**src/rtl/btn_event_decoder.sv**
```systemverilog
// Turns a debounced button level into short / long / double-click strobes,
// and keeps a wrapping mode index plus a play-enable flag driven by them.
module btn_event_decoder #(
  parameter int LONG_CYCLES = 100_000_000,
  parameter int GAP_CYCLES  = 30_000_000,
  parameter int MODE_NUM    = 4,
  parameter int MODE_W      = 2
) (
  input  logic              clk,
  input  logic              rst,
  input  logic              btn_debounce,
  output logic              short_pulse,
  output logic              long_pulse,
  output logic              double_pulse,
  output logic [MODE_W-1:0] mode,
  output logic              play_en
);

  localparam int CNT_W = 27;
  localparam logic [CNT_W-1:0]  LONG_LAST = CNT_W'(LONG_CYCLES - 1);
  localparam logic [CNT_W-1:0]  GAP_LAST  = CNT_W'(GAP_CYCLES - 1);
  localparam logic [MODE_W-1:0] MODE_LAST = MODE_W'(MODE_NUM - 1);

  typedef enum logic [2:0] {
    IDLE,
    PRESS1,
    WAIT_GAP,
    PRESS2,
    LONG_HOLD
  } state_t;

  state_t           state;
  logic [CNT_W-1:0] cnt;
  logic             btn_s;

  always_ff @(posedge clk or negedge rst) begin
    if (!rst) begin
      btn_s <= 1'b0;
    end else begin
      btn_s <= btn_debounce;
    end
  end

  // cnt only runs in the timed states, so it cannot wrap in IDLE or LONG_HOLD;
  // the release/press checks come first so they win on the terminal count.
  always_ff @(posedge clk or negedge rst) begin
    if (!rst) begin
      state        <= IDLE;
      cnt          <= '0;
      short_pulse  <= 1'b0;
      long_pulse   <= 1'b0;
      double_pulse <= 1'b0;
      mode         <= '0;
      play_en      <= 1'b1;
    end else begin
      short_pulse  <= 1'b0;
      long_pulse   <= 1'b0;
      double_pulse <= 1'b0;
      case (state)
        IDLE: begin
          cnt <= '0;
          if (btn_s) begin
            state <= PRESS1;
          end
        end
        PRESS1: begin
          if (!btn_s) begin
            state <= WAIT_GAP;
            cnt   <= '0;
          end else if (cnt == LONG_LAST) begin
            state      <= LONG_HOLD;
            cnt        <= '0;
            long_pulse <= 1'b1;
            play_en    <= ~play_en;
          end else begin
            cnt <= cnt + CNT_W'(1);
          end
        end
        WAIT_GAP: begin
          if (btn_s) begin
            state <= PRESS2;
            cnt   <= '0;
          end else if (cnt == GAP_LAST) begin
            state       <= IDLE;
            cnt         <= '0;
            short_pulse <= 1'b1;
            mode        <= (mode == MODE_LAST) ? '0 : mode + MODE_W'(1);
          end else begin
            cnt <= cnt + CNT_W'(1);
          end
        end
        PRESS2: begin
          if (!btn_s) begin
            state        <= IDLE;
            cnt          <= '0;
            double_pulse <= 1'b1;
            mode         <= (mode == '0) ? MODE_LAST : mode - MODE_W'(1);
          end else if (cnt == LONG_LAST) begin
            state      <= LONG_HOLD;
            cnt        <= '0;
            long_pulse <= 1'b1;
            play_en    <= ~play_en;
          end else begin
            cnt <= cnt + CNT_W'(1);
          end
        end
        LONG_HOLD: begin
          cnt <= '0;
          if (!btn_s) begin
            state <= IDLE;
          end
        end
        default: begin
          state <= IDLE;
          cnt   <= '0;
        end
      endcase
    end
  end

endmodule

```
**config.mk**
```make
export PLATFORM = sky130hd
export DESIGN_NAME = btn_event_decoder
export DESIGN_NICKNAME = d
export VERILOG_FILES = /design/src/rtl/btn_event_decoder.sv
export SDC_FILE = /design/constraint.sdc
export NUM_CORES = 1
export LEC_CHECK = 0
export BUFFER_PORTS_ARGS = -buffer_cell sky130_fd_sc_hd__buf_2
export CORE_UTILIZATION = 40
export DETAILED_ROUTE_END_ITERATION = 8
export SLEW_MARGIN = 5
export SYNTH_ARGS = -nofsm -noshare
export SYNTH_HDL_FRONTEND = slang
export SYNTH_SLANG_ARGS = --single-unit
```
**constraint.sdc**
```tcl
create_clock -name clk -period 5.65 [get_ports clk]
set_input_delay 0.565 -clock clk [delete_from_list [all_inputs] [get_ports clk]]
set_output_delay 0.565 -clock clk [all_outputs]
set_load 0.02 [all_outputs]
```
==> results of run 1 <==
## Yosys cell counts, types with 2 or more instances
cell	number
a21oi_1	14
a22oi_1	11
and3_1	3
and4_1	2
buf_6	3
clkbuf_1	7
dfrtp_1	36
ha_1	3
inv_1	6
mux2i_1	2
nand2_1	16
nand2b_1	3
nand3_1	7
nand3b_1	2
nand4_1	7
nand4b_1	3
nor2_1	4
nor3b_1	2
nor4_1	8
o21ai_0	8
o31ai_1	4
or3_1	10
or4_1	7
or4b_2	2
xnor2_1	9
xor2_1	6
## path summary, 6_finish.rpt
path / start / end / slack [ns] / cells after the start
max in group asynchronous: rst / cnt[6] / 4.76 / 1
setup reg to reg: cnt[10] / cnt[1] / 3.04 / 4
hold reg to reg: cnt[0] / cnt[0] / 0.51 / 1
hold / removal: rst / mode[0] / 0.36 / 1
setup / recovery: cnt[10] / cnt[1] / 3.04 / 4
min in group clk: btn_debounce / btn_s / 0.38 / 1
## cell families (layout without fill, tap and decap cells)
logic type	count (synthesis)	count (layout)
flip-flops	37	37
buffers and inverters	18	21
AO/OA/AOI/OAI	48	48
adder cells (fa/ha/maj)	3	3
XOR/XNOR	15	15
AND/OR/NAND/NOR	85	85
multiplexers	2	2
## per-stage QoR
stage / std cells / power (W)
after global routing: 278 / 0.000651
after global placement: 271 / 0.000431
after floorplan: 208 / 0.000403
final: 278 / 0.000614
after detailed placement: 271 / 0.000432
after CTS: 278 / 0.000620
## where the power goes
group | switching (W) | internal, W
Sequential | 0.0000263 | 0.000285
Clock | 0.0000912 | 0.0000968
Combinational | 0.0000693 | 0.0000455
## registers in the layout, indices dropped and copies added (netlist names)
register      cells
cnt              27
state             3
mode              2
btn_s             1
double_pulse      1
long_pulse        1
play_en           1
short_pulse       1
## metal layers
metal | global-route usage | vias to the layer above | share of wire
met5 | 0 | - | 0
met4 | 0.0818 | 0 | 0.017
met3 | 0.0379 | 7 | 0.039
met2 | 0.261 | 24 | 0.43
met1 | 0.250 | 803 | 0.51
li1 | - | 795 | -
## worst register-to-register path, delay by kind of cell, from the launching register on
| family | cells | cell delay, ns |
|---|---|---|
| compound gates | 2 | 0.83 |
| flops | 1 | 0.42 |
| simple gates | 2 | 1.20 |
## cells in the final DEF (no fill, tap or decap), drive strengths merged, types with 2 or more instances in the layout
cell type,n
ha,3
buf,8
xnor2,9
o21ai,9
nand4,7
nor3b,2
clkbuf,7
nor2,4
nand2,16
o31ai,4
dfrtp,36
and4,2
nand3b,2
a21oi,14
and3,3
nor3,2
or4b,3
nor4b,2
xor2,6
or4,7
nor4,8
nand2b,3
a22oi,11
mux2i,2
or3,10
a211oi,2
nand4b,3
inv,6
nand3,8
## layout make-up
cell class	instances	area, um2
Timing Repair Buffer	8	40.0
Sequential cell	37	927
Fill cell	494	2650
Inverter	6	22.5
Multi-Input combinational cell	153	1070
Tap cell	67	83.8
Clock buffer	7	86.3
==> impl_metrics.csv, run 1 <==
group,metric,value,unit
synthesis,synth_nets,214,
synthesis,synth-compound-area-share,0.157,
synthesis,async_reset_ff_frac,1.00,
synthesis,yosysUniqueCellTypes,49,
min_path,hp-class,"in -> async",
run,maxCapViolCount,0,
clocking,root_buffer,"clkbuf_8",
grt,grt_pass1_wl,7.33,mm
synthesis,yosysSeqAreaShare,0.444,
synthesis,synth.top_cells.by_area,"dfrtp_1, a22oi_1, xnor2_1",
synthesis,yosys.area_share.adder,0.0180,
clocking,clkTransAtPathRegs,0.07,ns
synthesis,synth_top_cell_by_area,"dfrtp_1",
detailed_routing,via_per_inst,5.86,
timing,finalMaxSlewViolations,0,
setup_path,end_kind,"flip-flop",
clocking,numCtsBuffers,5,
synthesis,post_synth_inst_count,208,
setup_path,cp_cell_sequence,"or4b_1, or4_1, o21ai_4, a21boi_0",
clocking,postCtsSetupRepairBufs,0,
clocking,cts_max_path_buffers,2,
timing,setup_ws,3.04,ns
synthesis,synth-xor-area-share,0.0629,
clocking,ctsHoldBuffers,0,
detailed_routing,drtAntennaViolNets,0,
timing,finalHoldViolations,0,
setup_path,crit_path_max_incr_delay,0.68,ns
grt,grt_max_degree,38,
synthesis,synth_top_area_frac,0.431,
timing,fmax,383,MHz
timing,fin_tns_setup,0,ns
final_layout,diodes,0,
clocking,cts_sinks,37,
floorplanning,fp-row-count,25,
grt,antenna_found_initial,0,
placed_design,io_buffers,8,
synthesis,yosys.area_share.simple,0.263,
timing,holdWs,0.365,ns
power_and_ir_drop,p_leak,0.887,nW
clocking,clk_latency,0.29,ns
placed_design,placedInstanceArea,0.00214,mm2
synthesis,avgSynthCellArea,10.0,um2
setup_path,crit_fanout,26,
detailed_routing,drc,0,
final_layout,syn_to_final_growth,6.59,%
setup_path,slowest_stage,"or4_1",
synthesis,netlist_area,0.00209,mm2
final_layout,layout-drive-gt1-share,0.104,
power_and_ir_drop,powerDensity,276,mW/mm2
synthesis,synth_edf_count,0,
synthesis,yosys_warnings,0,
timing,setup_viol,0,
timing,slew_headroom,0.377,
timing,tightest_slew,0.934,ns
grt,grt_util_all_layers,0.177,
placed_design,gp_congestion,0.759,
outcome,status,"finished clean",
final_layout,nets,217,
grt,grt_pass1_vias,1515,
final_layout,final_util,0.456,
floorplanning,die_w,74.3,um
detailed_routing,drt-wirelength-per-cell,15.3,um
power_and_ir_drop,ir_drop,153,uV
floorplanning,core,0.00488,mm2
clocking,cts_resized,0,
floorplanning,initial_utilization,0.428,
synthesis,synth-main-ff-cell,"dfrtp_1",
setup_path,worstSetupPathType,"reg -> reg",
setup_path,start_kind,"flip-flop",
floorplanning,die-area,0.00551,mm2
floorplanning,dieHeight,74.3,um
detailed_routing,firstDrtPassIters,4,
setup_path,crit_required,5.77,ns
final_layout,final_area,0.00223,mm2
clocking,tritoncts,"built",
clocking,cts_max_level,2,
placed_design,dp_hpwl,2.81,mm
timing,fin_skew,0.00629,ns
detailed_routing,wl,4.26,mm
timing,grt_setup_unrepaired,"false",
setup_path,crit_buf_inv,0,
setup_path,cp_top_family,"simple AND/OR/NAND/NOR gates",
detailed_routing,drt_iter0_drc,52,
grt,grt_overflow_total,0,
setup_path,critPathArrivalTime,2.72,ns
synthesis,ys_ff_latch,37,
detailed_routing,vias,1629,
synthesis,synth_top_family_by_area,"simple AND/OR/NAND/NOR gates",
floorplanning,ioPinCount,9,
timing,final.min_clock_period,2.61,ns
placed_design,dp_slack,3.03,ns
synthesis,synth.mux.area_fraction,0.00959,
timing,finalCritPeriodShare,0.462,
(Power assumes the default switching activity.)
==> inputs of run 2 (changes only) <==
==> constraint.sdc (replaced) <==
create_clock -name clk -period 2.73 [get_ports clk]
set_input_delay 0.273 -clock clk [delete_from_list [all_inputs] [get_ports clk]]
set_output_delay 0.273 -clock clk [all_outputs]
set_load 0.02 [all_outputs]
==> impl_metrics.csv, run 2 (synthesis results as in run 1) <==
group,metric,value,unit
setup_path,worstReg2RegEnd,"cnt[23]",
timing,tightest_slew,0.809,ns
outcome,status,"finished clean",
setup_path,start_kind,"flip-flop",
final_layout,final_util,0.474,
timing,finalMaxSlewViolations,0,
final_layout,syn_to_final_growth,10.7,%
timing,slew_headroom,0.461,
clocking,cts_sinks,37,
final_layout,layout_commonest_cell,"dfrtp_1",
power_and_ir_drop,pwr-share-seq,0.465,
floorplanning,fp-row-count,25,
final_layout,largest_register_ffs,27,
floorplanning,initial_utilization,0.428,
placed_design,gp_congestion,0.754,
clocking,cts_max_level,2,
grt,grt_util_all_layers,0.180,
floorplanning,die-area,0.00551,mm2
grt,grt_max_degree,38,
setup_path,end_kind,"flip-flop",
grt,grt_pass1_vias,1542,
detailed_routing,drc,0,
placed_design,dp_hpwl,2.87,mm
floorplanning,core,0.00488,mm2
power_and_ir_drop,power.internal,0.000996,W
setup_path,worstReg2RegStart,"cnt[10]",
timing,grt_setup_unrepaired,"false",
timing,fin_tns_setup,0,ns
power_and_ir_drop,combPwrFrac,0.182,
timing,final.min_clock_period,2.30,ns
detailed_routing,firstDrtPassIters,4,
final_layout,nets,221,
clocking,clk_latency,0.29,ns
power_and_ir_drop,ir_drop,273,uV
timing,fin_skew,0.00975,ns
run,maxCapViolCount,0,
final_layout,layout-drive-gt1-share,0.125,
timing,setup_viol,0,
clocking,ctsHoldBuffers,0,
detailed_routing,drtAntennaViolNets,0,
final_layout,diodes,0,
timing,finalHoldViolations,0,
power_and_ir_drop,p_sw_frac,0.282,
timing,finalCritPeriodShare,0.842,
grt,antenna_found_initial,0,
power_and_ir_drop,clockPowerShare,0.353,
setup_path,cp_cell_sequence,"or4b_1, or4_1, o21ai_4, buf_12, a22oi_1",
clocking,cts_resized,0,
clocking,cts_max_path_buffers,2,
detailed_routing,via_per_inst,5.74,
setup_path,worstSetupPathType,"reg -> reg",
detailed_routing,vias,1625,
floorplanning,dieHeight,74.3,um
power_and_ir_drop,powerDensity,600,mW/mm2
detailed_routing,drt-wirelength-per-cell,15.2,um
final_layout,reg_top3,"cnt: 27 flops, state: 3 flops, mode: 2 flops",
clocking,numCtsBuffers,5,
power_and_ir_drop,p_leak,0.931,nW
floorplanning,die_w,74.3,um
clocking,tritoncts,"built",
final_layout,regMostFlops,"cnt",
detailed_routing,wl,4.31,mm
setup_path,critPathArrivalTime,2.45,ns
setup_path,r2r_cells,5,
clocking,postCtsSetupRepairBufs,0,
setup_path,rrSetupSlack,0.43,ns
setup_path,crit_required,2.88,ns
clocking,clkTransAtPathRegs,0.08,ns
clocking,root_buffer,"clkbuf_8",
setup_path,crit_fanout,26,
detailed_routing,drt_iter0_drc,83,
floorplanning,ioPinCount,9,
power_and_ir_drop,switchingPower,0.000390,W
grt,grt_overflow_total,0,
final_layout,layout_common_cells,"dfrtp_1, nand2_1, a21oi_1, a22oi_1, or3_1",
timing,holdWs,0.0707,ns
min_path,hp-class,"in -> async",
setup_path,crit_path_max_incr_delay,0.68,ns
setup_path,slowest_stage,"or4_1",
placed_design,io_buffers,8,
timing,fmax,435,MHz
grt,grt_pass1_wl,7.42,mm
run 2: cell count changes in the layout (fill, tap and decap cells not counted):
cell       change
buf_4          +2
buf_12         +2
bufinv_16      +1
run 2: worst max-delay path, delay by kind of cell, from the launching register on:
family | cells | cell delay, ns
buffers and inverters | 1 | 0.19
AOI/OAI and AO/OA | 2 | 0.32
DFF | 1 | 0.43
and+or+nand+nor | 2 | 1.22
run 2: worst max-delay path by stage:
stage | from | end | slack (ns)
finish | cnt[10] | cnt[23] | 0.43
floorplan | cnt[10] | cnt[20] | 0.62
global route | cnt[0] | cnt[22] | 0.32
CTS | cnt[10] | mode[1] | 0.41
global placement | cnt[10] | cnt[19] | 0.47
detailed placement | cnt[10] | cnt[21] | 0.44
run 2: metal layers:
layer,vias to the layer above,GRT usage,part of all wire
li1,803,-,-
met4,0,0.0629,0.0058
met5,-,0,0
met3,2,0.0407,0.025
met1,797,0.252,0.52
met2,23,0.275,0.45
run 2: power by group through the flow:
stage               Sequential [W]  Clock (W)  Combinational, W
floorplan                 0.000664          0          0.000169
global placement          0.000654          0          0.000253
detailed placement        0.000656          0          0.000254
CTS                       0.000645   0.000504          0.000255
global route              0.000657   0.000531          0.000297
finish                    0.000644   0.000490          0.000252
run 2: cell type report:
class                   count  area [um2]
multi-input cells         153        1070
fillers                   501        2570
clock inverters             1        30.0
inverters                   6        22.5
clock buffers               7        86.3
repair buffers             12        95.1
flip-flops and latches     37         927
well taps                  67        83.8
run 2: metrics by stage:
| step | total power, W | setup WS, ns | instances | cell area (um2) |
|---|---|---|---|---|
| global placement | 0.000907 | 0.469 | 275 | 2190 |
| floorplan | 0.000833 | 0.618 | 208 | 2090 |
| finish | 0.00139 | 0.430 | 283 | 2310 |
| global route | 0.00148 | 0.316 | 283 | 2310 |
| detailed placement | 0.000911 | 0.438 | 275 | 2190 |
| CTS | 0.00140 | 0.411 | 283 | 2310 |
==> inputs of run 3 (changes only) <==
--- a/config.mk
+++ b/config.mk
@@ -5,6 +5,7 @@
 export SDC_FILE = /design/constraint.sdc
 export NUM_CORES = 1
 export LEC_CHECK = 0
+export ABC_AREA = 1
 export BUFFER_PORTS_ARGS = -buffer_cell sky130_fd_sc_hd__buf_2
 export CORE_UTILIZATION = 40
 export DETAILED_ROUTE_END_ITERATION = 8
==> constraint.sdc (replaced) <==
create_clock -name clk -period 1.88 [get_ports clk]
set_input_delay 0.188 -clock clk [delete_from_list [all_inputs] [get_ports clk]]
set_output_delay 0.188 -clock clk [all_outputs]
set_load 0.02 [all_outputs]
==> impl_metrics.csv, run 3 <==
group,metric,value,unit
grt,grt_util_all_layers,0.179,
synthesis,synth_nets,314,
final_layout,syn_to_final_growth,12.6,%
timing,finalCritPeriodShare,0.905,
detailed_routing,m1WireLength,2.41,mm
synthesis,ys_ff_latch,37,
min_path,hp-class,"in -> async",
synthesis,yosys-top-cells-count,"nand2_1, nor2_1, dfrtp_1",
timing,finalMaxSlewViolations,0,
grt,grt_pass1_vias,1665,
detailed_routing,vias,1804,
synthesis,netlist_area,0.00222,mm2
floorplanning,ioPinCount,9,
final_layout,multi_input_area,0.00112,mm2
setup_path,start_kind,"flip-flop",
clocking,clkTransAtPathRegs,0.07,ns
synthesis,yosys_warnings,0,
final_layout,reg_top3,"cnt: 27 flops, state: 3 flops, mode: 2 flops",
floorplanning,initial_utilization,0.426,
run,maxCapViolCount,0,
detailed_routing,drt_iter0_drc,76,
timing,final.min_clock_period,1.70,ns
power_and_ir_drop,pwr-share-seq,0.447,
synthesis,yosysSeqAreaShare,0.418,
clocking,tritoncts,"built",
setup_path,rrSetupSlack,0.18,ns
detailed_routing,wl_met2,1.96,mm
power_and_ir_drop,clockPowerShare,0.294,
final_layout,fillers,546,
final_layout,largest_register_ffs,27,
placed_design,dp_hpwl,3.58,mm
final_layout,layout-drive-gt1-share,0.165,
timing,fin_skew,0.00461,ns
synthesis,post_synth_inst_count,308,
power_and_ir_drop,combPwrFrac,0.259,
setup_path,crit_fanout,14,
power_and_ir_drop,ir_drop,496,uV
setup_path,worstReg2RegStart,"cnt[1]",
detailed_routing,drt-wirelength-per-cell,11.6,um
timing,fin_tns_setup,0,ns
outcome,status,"finished clean",
placed_design,gp_congestion,0.947,
setup_path,end_kind,"flip-flop",
timing,grt_setup_unrepaired,"false",
power_and_ir_drop,powerDensity,825,mW/mm2
placed_design,io_buffers,8,
synthesis,synth_top_area_frac,0.407,
clocking,postCtsSetupRepairBufs,0,
final_layout,layout_common_cells,"nand2_1, nor2_1, dfrtp_1, inv_1, nor2_2",
floorplanning,die-area,0.00584,mm2
power_and_ir_drop,p_sw_frac,0.319,
timing,fmax,588,MHz
floorplanning,die_w,76.4,um
timing,setup_viol,0,
grt,antenna_found_initial,0,
clocking,numCtsBuffers,5,
setup_path,crit_end,"cnt[8]",
synthesis,synth.top_cells.by_area,"dfrtp_1, nand2_1, nor2_1",
detailed_routing,dr.max_layer_used,"met4",
final_layout,regMostFlops,"cnt",
timing,slew_headroom,0.845,
floorplanning,dieHeight,76.4,um
final_layout,seqCellArea,927,um2
power_and_ir_drop,switchingPower,0.000657,W
detailed_routing,drtAntennaViolNets,0,
setup_path,critPathArrivalTime,1.88,ns
detailed_routing,via_per_inst,4.53,
power_and_ir_drop,p_leak,1.10,nW
setup_path,r2r_cells,11,
floorplanning,core,0.00520,mm2
clocking,cts_sinks,37,
grt,grt_max_degree,38,
detailed_routing,drc,0,
grt,grt_overflow_total,0,
detailed_routing,firstDrtPassIters,5,
clocking,cts_max_level,2,
synthesis,synth.most_common_cell,"nand2_1",
timing,finalHoldViolations,0,
synthesis,synth_edf_count,0,
final_layout,layout_commonest_cell,"nand2_1",
detailed_routing,wl_met3,186,um
clocking,cts_max_path_buffers,2,
detailed_routing,wl,4.61,mm
synthesis,synth_top_cell_by_area,"dfrtp_1",
setup_path,worstReg2RegEnd,"cnt[8]",
setup_path,worstSetupPathType,"reg -> reg",
grt,grt_pass1_wl,8.19,mm
synthesis,avgSynthCellArea,7.19,um2
setup_path,crit_required,2.06,ns
floorplanning,fp-row-count,26,
clocking,root_buffer,"clkbuf_8",
synthesis,async_reset_ff_frac,1.00,
synthesis,yosysUniqueCellTypes,23,
clocking,clk_latency,0.29,ns
setup_path,critPathLaunch,"cnt[1]",
synthesis,synth-main-ff-cell,"dfrtp_1",
final_layout,final_util,0.479,
timing,tightest_slew,0.232,ns
power_and_ir_drop,power.internal,0.00140,W
final_layout,diodes,0,
final_layout,nets,333,
==> run 3: changes by cell type after synthesis, sizes merged, moves of 7 or more <==
cell    before  now
clkbuf       7    0
nor2         4   84
a22oi       11    0
nand2       16  102
a21oi       14    1
or3         10    0
or4          7    0
nor4         8    0
nand3        8   19
inv          6   33
==> run 3: power by group through the flow <==
stage / combinational, W / clock (W) / sequential, W
CTS: 0.000541 / 0.000625 / 0.000918
floorplan: 0.000376 / 0 / 0.000956
global placement: 0.000528 / 0 / 0.000932
finish: 0.000534 / 0.000605 / 0.000921
global route: 0.000608 / 0.000667 / 0.000936
detailed placement: 0.000535 / 0 / 0.000934
==> run 3: cells by family (layout without fill, tap and decap cells) <==
| logic type | count (synthesis) | after routing | synth area share |
|---|---|---|---|
| buffers and inverters | 35 | 55 | 0.0751 |
| AND/OR/NAND/NOR | 209 | 209 | 0.405 |
| AO/OA/AOI/OAI | 9 | 9 | 0.0254 |
| adder cells (fa/ha/maj) | 3 | 3 | 0.0169 |
| flip-flops | 37 | 37 | 0.418 |
| XOR/XNOR | 15 | 15 | 0.0593 |
==> run 3: critical path, cell delays in order (launching register included) <==
cell and delay (ns):
dfrtp_1 0.37, ha_2 0.24, nand2_1 0.08, nor2_2 0.17, nand2_2 0.10, nor2_2 0.13
nand2_1 0.06, nand2_1 0.09, nand2_2 0.08, inv_4 0.08, buf_12 0.15, nor2_1 0.05
==> run 3: how the worst min path moves through the flow <==
| stage | from | to | depth (start not counted) |
|---|---|---|---|
| after floorplan | rst | btn_s | 0 |
| after global placement | rst | cnt[17] | 2 |
| after detailed placement | rst | cnt[17] | 2 |
| after CTS | rst | cnt[16] | 3 |
| after global routing | rst | cnt[16] | 3 |
| final | rst | cnt[17] | 3 |
==> run 3: metal layers <==
layer  vias up  track usage
met5         -            0
met4         0       0.0577
met3         6       0.0359
met2        30        0.267
met1       797        0.259
li1        971            -
==> run 3: cell type report <==
type | instances | share of cell area
Sequential cell | 37 | 0.372
Timing Repair Buffer | 14 | 0.0512
Clock buffer | 7 | 0.0386
Tap cell | 70 | 0.0351
Multi-Input combinational cell | 236 | 0.451
Inverter | 33 | 0.0507
Clock inverter | 1 | 0.00201
==> run 3: per-stage QoR <==
| step | power [W] | setup WS (ns) | instance area [um2] | hold WS, ns | cells |
|---|---|---|---|---|---|
| floorplan | 0.00133 | 0.261 | 2220 | -0.108 | 308 |
| global route | 0.00221 | 0.00740 | 2490 | 0.434 | 398 |
| global placement | 0.00146 | 0.164 | 2370 | 0.165 | 388 |
| finish | 0.00206 | 0.179 | 2490 | 0.389 | 398 |
| detailed placement | 0.00147 | 0.132 | 2370 | 0.165 | 388 |
| CTS | 0.00208 | 0.118 | 2490 | 0.388 | 398 |
==> run 3: repair_timing <==
action / in CTS / in global routing
hold endpoints to repair: 37 / 0
resized for setup: 0 / 1
hold buffers: 2 / 0
setup endpoints to repair: 0 / 26
